File: src/rtl/seg_scan_mux.sv
// seg_scan_mux
// Purpose: time-multiplexes five active-low 7-segment patterns onto one shared
// segment bus for a common-anode 5-digit display. All digit patterns and the
// brightness level are latched together at the start of each frame, so a
// displayed frame never mixes old and new data. Each digit slot opens with a
// short all-off window that suppresses ghosting, and 16-level PWM sets the
// brightness during the rest of the slot.
//
// Ports:
//   i_Clk         system clock (shared with the CPU)
//   i_Rst         synchronous active-high reset
//   i_Enable      scan enable; low blanks the display and parks the scan at frame start
//   i_Seg_first   active-low segment pattern, digit 0
//   i_Seg_second  active-low segment pattern, digit 1
//   i_Seg_third   active-low segment pattern, digit 2
//   i_Seg_fourth  active-low segment pattern, digit 3
//   i_Seg_fifth   active-low segment pattern, digit 4
//   i_Brightness  PWM duty level, 0 = off, 15 = fully on
//   o_Seg         shared active-low segment bus (registered)
//   o_Digit_n     active-low anode enables, bit k = digit k (registered)
//   o_Frame_done  one-cycle pulse on the first cycle of each new frame
`timescale 1ns/1ps

module seg_scan_mux #(
  parameter int CLK_DIV      = 50000,
  parameter int BLANK_CYCLES = 16
) (
  input  logic       i_Clk,
  input  logic       i_Rst,
  input  logic       i_Enable,
  input  logic [6:0] i_Seg_first,
  input  logic [6:0] i_Seg_second,
  input  logic [6:0] i_Seg_third,
  input  logic [6:0] i_Seg_fourth,
  input  logic [6:0] i_Seg_fifth,
  input  logic [3:0] i_Brightness,
  output logic [6:0] o_Seg,
  output logic [4:0] o_Digit_n,
  output logic       o_Frame_done
);

  localparam int SLOT_W = (CLK_DIV > 1) ? $clog2(CLK_DIV) : 1;
  localparam logic [SLOT_W-1:0] SLOT_LAST = SLOT_W'(CLK_DIV - 1);
  localparam logic [SLOT_W-1:0] BLANK_END = SLOT_W'(BLANK_CYCLES);
  localparam logic [SLOT_W-1:0] SLOT_ONE  = SLOT_W'(1);

  localparam logic [6:0] SEG_OFF   = 7'h7F;
  localparam logic [4:0] ANODE_OFF = 5'h1F;

  logic [SLOT_W-1:0] slot_cnt;
  logic [2:0]        idx;
  logic [3:0]        pwm_cnt;
  logic [6:0]        shadow [5];
  logic [3:0]        bright_sh;

  logic              slot_wrap;
  logic              frame_start;
  logic              active;
  logic              lit;
  logic [6:0]        cur_seg;
  logic [4:0]        cur_anode;

  assign slot_wrap   = (slot_cnt == SLOT_LAST);
  assign frame_start = (slot_cnt == '0) && (idx == 3'd0);
  assign active      = (slot_cnt >= BLANK_END);

  // Level 15 is forced fully on; otherwise the 4-bit PWM phase gives
  // bright_sh lit cycles out of every 16.
  assign lit = active && ((bright_sh == 4'hF) || (pwm_cnt < bright_sh));

  // Pattern and anode for the digit owning the current slot.
  always_comb begin
    cur_seg   = SEG_OFF;
    cur_anode = ANODE_OFF;
    case (idx)
      3'd0: begin cur_seg = shadow[0]; cur_anode = 5'b11110; end
      3'd1: begin cur_seg = shadow[1]; cur_anode = 5'b11101; end
      3'd2: begin cur_seg = shadow[2]; cur_anode = 5'b11011; end
      3'd3: begin cur_seg = shadow[3]; cur_anode = 5'b10111; end
      3'd4: begin cur_seg = shadow[4]; cur_anode = 5'b01111; end
      default: begin cur_seg = SEG_OFF; cur_anode = ANODE_OFF; end
    endcase
  end

  always_ff @(posedge i_Clk) begin
    if (i_Rst) begin
      slot_cnt     <= '0;
      idx          <= 3'd0;
      pwm_cnt      <= 4'd0;
      for (int k = 0; k < 5; k++) shadow[k] <= SEG_OFF;
      bright_sh    <= 4'hF;
      o_Seg        <= SEG_OFF;
      o_Digit_n    <= ANODE_OFF;
      o_Frame_done <= 1'b0;
    end else if (!i_Enable) begin
      // Parking at slot 0 / digit 0 makes the first re-enabled cycle a frame start.
      slot_cnt     <= '0;
      idx          <= 3'd0;
      pwm_cnt      <= 4'd0;
      o_Seg        <= SEG_OFF;
      o_Digit_n    <= ANODE_OFF;
      o_Frame_done <= 1'b0;
    end else begin
      if (frame_start) begin
        shadow[0] <= i_Seg_first;
        shadow[1] <= i_Seg_second;
        shadow[2] <= i_Seg_third;
        shadow[3] <= i_Seg_fourth;
        shadow[4] <= i_Seg_fifth;
        bright_sh <= i_Brightness;
      end

      if (slot_wrap) begin
        slot_cnt <= '0;
        idx      <= (idx == 3'd4) ? 3'd0 : idx + 3'd1;
      end else begin
        slot_cnt <= slot_cnt + SLOT_ONE;
      end

      // Held at zero through the blank window so every slot starts its PWM
      // pattern at phase 0 on the first active cycle.
      pwm_cnt <= active ? pwm_cnt + 4'd1 : 4'd0;

      // Only a real 4->0 wrap pulses, never the parked start after reset or enable.
      o_Frame_done <= slot_wrap && (idx == 3'd4);

      if (lit) begin
        o_Seg     <= cur_seg;
        o_Digit_n <= cur_anode;
      end else begin
        o_Seg     <= SEG_OFF;
        o_Digit_n <= ANODE_OFF;
      end
    end
  end

endmodule
File: config.mk
export PLATFORM = sky130hd
export DESIGN_NAME = seg_scan_mux
export DESIGN_NICKNAME = d
export VERILOG_FILES = /design/src/rtl/seg_scan_mux.sv
export SDC_FILE = /design/constraint.sdc
export NUM_CORES = 1
export LEC_CHECK = 0
export ABC_AREA = 1
export CELL_PAD_IN_SITES_DETAIL_PLACEMENT = 1
export CELL_PAD_IN_SITES_GLOBAL_PLACEMENT = 1
export CORE_MARGIN = 4
export CORE_UTILIZATION = 36
export CTS_CLUSTER_DIAMETER = 40
export DETAILED_ROUTE_END_ITERATION = 6
export GPL_TIMING_DRIVEN = 0
export PLACE_DENSITY = 0.86
export SKIP_LAST_GASP = 1
export SLEW_MARGIN = 20
export SYNTH_ARGS = -nofsm -noshare
export SYNTH_HDL_FRONTEND = slang
export SYNTH_SLANG_ARGS = --single-unit
File: constraint.sdc
create_clock -name i_Clk -period 2 [get_ports i_Clk]
set_input_delay 0.2 -clock i_Clk [delete_from_list [all_inputs] [get_ports i_Clk]]
set_output_delay 0.2 -clock i_Clk [all_outputs]
set_load 0.05 [all_outputs]
==> results.md, run 1 <==
- Final worst slack: 0.1090 ns
- Layout cells sized above 1: 8.824%
- RSZ-0062 raised after global routing: false
- Critical R2R Launch: idx[2]
- Clock Latency Late Sink: 0.36 ns
- Num ports: 55
- Worst hold margin: 0.4750 ns
- Average wire per standard cell: 15.33 um
- Worst setup startpoint: idx[2]
- GRT overflow: 0
- RePlAce Congestion: 0.8439
- Commonest cells after routing, fill and taps aside: nand2_1, inv_1, nor2_1
- Starting Density: 36.80%
- Critical path class: reg2reg
- # fillers: 1260
- Fin cells: 680
- Drt first pass iters: 4
- CTS tree: yes
- P_leak: 2.005 nW
- Setup violations, final: 0
- Status: finished, final reports clean
- Pin count of the biggest net entering global routing: 19
- Fmax: 528.8 MHz
- Final min period: 1.891 ns
- Slew @ Worst Pin: 0.8197 ns
- H-tree depth: 3
- Most common cell after layout, fill and taps aside: nand2_1
- Port bufs: 54
- Setup_tns: 0 ns
- Row count: 37
- Post-Syn Area per Cell: 7.980 um2
- Final nets: 592
- Synth warn: 0
- Final Hold Vio Count: 0
- Period Utilization, post-route: 94.55%
- Hold_sp: pwm_cnt[0]
- Number of max-cap violations: 0
- Worst slew margin: 45.35%
- Clock-pin slew on the worst setup and hold paths: 0.07 ns
- Initial antenna violation count: 0
- Bufs on Longest Clock Path: 2
- VDD IR max: 0.0002800 V
- Synth Cell Area: 3782 um2
- Worst endpoint required time: 2.29 ns
- Placed Instances: 664
- Power Total: 0.003302 W
- Post-Synthesis Cells: 474
- Via Count: 3351
- Number of vias per cell: 4.928
- WL final: 10.43 mm
- Post-Place Setup Slack: -0.4531 ns
- Die width: 110.5 um
- Ant. Diodes: 0
- Core ar.: 10280 um2
- GRT Total Usage: 17.37%
- Distinct cells, synth: 27
- # clock sinks: 75
- Clock Skews: 0.006638 ns
- Post-Syn Nets: 527
- Register area: 1853 um2
- CTS root buf: clkbuf_8
- Die Y: 110.5 um
- Worst path arrival time: 2.18 ns
- Number of nets with antenna violations after routing: 0
- Die ar.: 12210 um2
- HPWL Detailed: 7.936 mm
- CTS hold repair buffers: 0
- First-pass GRT wire length: 17.10 mm
- PD cells: 690.2 nW/um2
- Num CTS Buffers: 9
- Slew Viols, Final: 0
- Startpoint types: register
- Vias in the first global route: 3554
- Initial DRC Count: 109
- Post-CTS setup repair buffer count: 0
- Multi-input gate area: 1546 um2
- Area delta synth->final: 26.46%
- CP endpoint kind: register
- Number of synthesized register bits: 75
- Min-Delay Path Class: reg2reg
- Crit path max fanout: 10
- Sequential fraction of the synthesis area: 48.96%
- # DRC: 0
[layer usage]
layer / global-route usage [%] / wire length, um / up-vias
met4: 6.486 / 171 / 0
met1: 20.54 / 4430 / 1600
met5: 0 / 0 / -
met3: 3.397 / 502 / 15
li1: - / - / 1651
met2: 31.03 / 5323 / 85
[sequential cells by signal, summed over array words and instances (netlist names)]
name / cells
pwm_cnt: 4
slot_cnt: 16
o_Digit_n: 5
idx: 3
o_Seg: 7
shadow: 35
bright_sh: 4
o_Frame_done: 1
[logic make-up (layout without fill, tap and decap cells)]
family	count (synthesis)	in the layout	share of synthesized area, %
AND/OR/NAND/NOR	257	258	31.89
adder cells (fa/ha/maj)	11	11	3.639
buffers and inverters	108	177	11.71
flip-flops	75	75	48.96
XOR/XNOR	7	7	1.621
AO/OA/AOI/OAI	16	16	2.183
[cell usage after synthesis]
| cell | number | area (um2) |
|---|---|---|
| nand2_1 | 89 | 334.1 |
| inv_1 | 86 | 322.8 |
| nor2_1 | 65 | 244.0 |
| nand4_1 | 45 | 281.5 |
| nand3_1 | 41 | 205.2 |
| dfxtp_1 | 40 | 800.8 |
| edfxtp_1 | 35 | 1051 |
| a21oi_1 | 13 | 65.06 |
| ha_1 | 11 | 137.6 |
| clkbuf_1 | 7 | 26.28 |
| buf_2 | 6 | 30.03 |
| nor2_4 | 4 | 45.04 |
| xor2_1 | 4 | 35.03 |
| buf_6 | 3 | 33.78 |
| inv_2 | 3 | 11.26 |
| nor2_2 | 3 | 18.77 |
| xnor2_1 | 3 | 26.28 |
| buf_4 | 2 | 15.01 |
| nand2_2 | 2 | 12.51 |
| nand2_4 | 2 | 22.52 |
| nand3_2 | 2 | 20.02 |
| nor3_1 | 2 | 10.01 |
| o21ai_0 | 2 | 10.01 |
| buf_1 | 1 | 3.750 |
| o21bai_1 | 1 | 7.510 |
| or2_0 | 1 | 6.260 |
| or2_2 | 1 | 6.260 |
[area by class of cell]
| cell class | instances | area share, % |
|---|---|---|
| Inverter | 89 | 6.984 |
| Sequential cell | 75 | 38.74 |
| Tap cell | 136 | 3.557 |
| Clock buffer | 10 | 2.668 |
| Multi-Input combinational cell | 292 | 32.33 |
| Clock inverter | 6 | 2.171 |
| Buffer | 18 | 2.250 |
| Timing Repair Buffer | 54 | 11.30 |
[through the flow]
stage | instance area (um2) | utilization [%]
6_report | 4783 | 46.54
2_1_floorplan | 3785 | -
4_1_cts | 4766 | 46.37
3_3_place_gp | 4496 | 43.74
3_5_place_dp | 4496 | 43.74
5_1_grt | 4783 | 46.54
[critical path, stage by stage (launching register included)]
cell	delay, ns
dfxtp_1	0.43
inv_2	0.09
buf_2	0.19
ha_1	0.35
nor2_1	0.21
nand3_1	0.17
nor2_4	0.20
nor2_1	0.09
nand3_1	0.09
[worst paths after layout]
| check | to | slack (ns) | depth (start not counted) |
|---|---|---|---|
| worst min register to register | pwm_cnt[0] | 0.48 | 1 |
| worst min-delay path | pwm_cnt[0] | 0.48 | 1 |
| worst max register to register | o_Seg[1] | 0.11 | 8 |
| worst max-delay path | o_Seg[1] | 0.11 | 8 |
[power breakdown]
part | internal (W) | switching [W]
Sequential | 0.00165 | 0.0000141
Clock | 0.000821 | 0.000567
Combinational | 0.000119 | 0.000136
Total | 0.00258 | 0.000717
[timing repair]
| action | CTS | global route |
|---|---|---|
| endpoints found under the setup margin | 35 | 72 |
| gates resized for setup | 4 | 8 |
| pin swaps | 1 | 1 |
| gates cloned | 1 | 0 |
No activity file was read; power rests on OpenSTA's default activity.
==> inputs of run 2 (changes only) <==
Settings changed: GPL_TIMING_DRIVEN 0 to 1.
==> results.md, run 2 (synthesis results as in run 1) <==
- Status: finished, final reports clean
- Final worst slack: 0.1533 ns (+0.04438 ns)
- Critical path class: reg2reg
- Placed Instances: 650 (-2.1%)
- Post-Place Setup Slack: -0.0009841 ns (+0.4521 ns)
- Crit path max fanout: 8 (-2)
- WL final: 9.649 mm (-7.5%)
- # clock sinks: 75 (unchanged)
- Slew @ Worst Pin: 0.5674 ns (-0.2523 ns)
- Worst endpoint required time: 2.30 ns (about the same)
- CP endpoint kind: register
- Worst slew margin: 62.13% (+17 points)
- Initial antenna violation count: 0 (unchanged)
- Starting Density: 36.80% (unchanged)
- Hold endpoint: pwm_cnt[0]
- Number of nets with antenna violations after routing: 0 (unchanged)
- Die width: 110.5 um (unchanged)
- Final nets: 581 (-1.9%)
- Area delta synth->final: 24.64%
- Num ports: 55 (unchanged)
- Pin count of the biggest net entering global routing: 40 (+21)
- Bufs on Longest Clock Path: 2 (unchanged)
- Final Hold Vio Count: 0 (unchanged)
- Die ar.: 12210 um2 (unchanged)
- Biggest regs: shadow: 35 flops, slot_cnt: 16 flops, o_Seg: 7 flops
- Startpoint types: register
- GRT Total Usage: 16.20% (-1.2 points)
- # fillers: 1269 (+0.71%)
- Die Y: 110.5 um (unchanged)
- Vias in the first global route: 3361 (-5.4%)
- Reg2Reg Setup Slack: 0.15 ns (+0.04 ns)
- Ant. Diodes: 0 (unchanged)
- Port bufs: 54 (unchanged)
- P_leak: 1.961 nW (-2.2%)
- # DRC: 0 (unchanged)
- Fin cells: 669 (-1.6%)
- HPWL Detailed: 7.094 mm (-11%)
- Commonest cells after routing, fill and taps aside: nand2_1, inv_1, nor2_1
- Clock Skews: 0.01072 ns (+0.004086 ns)
- Row count: 37 (unchanged)
- Initial DRC Count: 181 (+66%)
- FF-to-FF End: o_Seg[1]
- Clock-pin slew on the worst setup and hold paths: 0.08 ns (about the same)
- Hold Path Cell Cnt: 1 (unchanged)
- Via Count: 3276 (-2.2%)
- Number of vias per cell: 4.897 (-0.63%)
- Layout cells sized above 1: 8.443% (-0.38 points)
- Core ar.: 10280 um2 (unchanged)
- VDD IR max: 0.0003832 V (+37%)
- Worst hold margin: 0.4625 ns (-0.01252 ns)
- Min-Delay Path Class: reg2reg
- FF-to-FF path depth: 9 (+1)
- Critical R2R Launch: idx[0]
- CTS hold repair buffers: 0 (unchanged)
- Period Utilization, post-route: 92.33% (-2.2 points)
- First-pass GRT wire length: 16.06 mm (-6.1%)
- Number of flip-flops in the largest register: 35 (unchanged)
- Reg with most FFs: shadow
- Slew Viols, Final: 0 (unchanged)
- CTS root buf: clkbuf_8
- Fmax: 541.5 MHz (+2.4%)
- GRT overflow: 0 (unchanged)
- H-tree depth: 3 (unchanged)
- Final min period: 1.847 ns (-0.04438 ns)
- RePlAce Congestion: 0.8167 (-3.2%)
- Num CTS Buffers: 9 (unchanged)
- Worst path arrival time: 2.15 ns (-0.03 ns)
- Clock Latency Late Sink: 0.37 ns (about the same)
- Worst setup startpoint: idx[0]
- Drt first pass iters: 4 (unchanged)
- PD cells: 703.6 nW/um2 (+1.9%)
- Setup violations, final: 0 (unchanged)
- Hold_sp: pwm_cnt[0]
- CTS tree: yes
- Most common cell after layout, fill and taps aside: nand2_1
- Number of max-cap violations: 0 (unchanged)
- Average wire per standard cell: 14.42 um (-5.9%)
[run 2: cell types whose count changed in the layout (fill, tap and decap cells not counted), moves of 3 or more]
cell,change
clkinvlp_4,+3
buf_2,-6
clkbuf_1,-4
buf_6,-3
buf_4,+5
[run 2: through the flow]
step | power [W] | setup TNS, ns | utilization, % | instance area, um2
after floorplan | 0.001803 | 0 | - | 3785
after global placement | 0.001915 | 0 | 43.17 | 4437
after detailed placement | 0.001926 | -0.0009841 | 43.17 | 4437
after CTS | 0.003349 | 0 | 45.57 | 4683
after global routing | 0.003453 | -0.005935 | 45.87 | 4715
final | 0.003317 | 0 | 45.87 | 4715
[run 2: area by class of cell]
class / count / area, um2 / area share [%]
Sequential cell: 75 / 1854 / 39.33
Inverter: 89 / 337.8 / 7.166
Clock inverter: 6 / 113.9 / 2.415
Timing Repair Buffer: 62 / 613.1 / 13.00
Multi-Input combinational cell: 291 / 1498 / 31.77
Clock buffer: 10 / 127.6 / 2.707
Tap cell: 136 / 170.2 / 3.609
[run 2: what timing repair did]
item,in CTS,in global routing
buffers inserted,0,3
endpoints found under the hold margin,0,0
setup endpoints to repair,7,45
gates resized for setup,1,4
[run 2: where the power goes]
group / total (W) / internal, W / switching [W]
registers: 0.00166 / 0.00164 / 0.0000136
logic: 0.000231 / 0.000113 / 0.000117
clock network: 0.00143 / 0.000831 / 0.000598
total: 0.00332 / 0.00259 / 0.000729
[run 2: worst max-delay path, stage by stage, from the launching register on]
cell and delay, ns:
dfxtp_2 0.40, inv_1 0.08, ha_1 0.26, nand2_2 0.14, clkinvlp_4 0.18, nor2_1 0.18
nand3_1 0.16, nor2_4 0.19, nor2_1 0.09, nand3_1 0.09
[run 2: worst max path at each step]
stage	endpoint	slack [ns]	depth (start not counted)
after floorplan	shadow[0][0]	0.11	6
after global placement	o_Seg[1]	0.13	9
after detailed placement	o_Seg[2]	-0.001	9
after CTS	o_Seg[2]	0.009	9
after global routing	o_Seg[1]	-0.006	9
final	o_Seg[1]	0.15	9
[run 2: layer usage]
layer,vias to the layer above,global-route usage (%),share of wire [%]
li1,1627,-,-
met1,1553,19.64,43
met2,75,26.98,50
met3,21,4.712,5.0
met4,0,6.486,2.2
met5,-,0,0
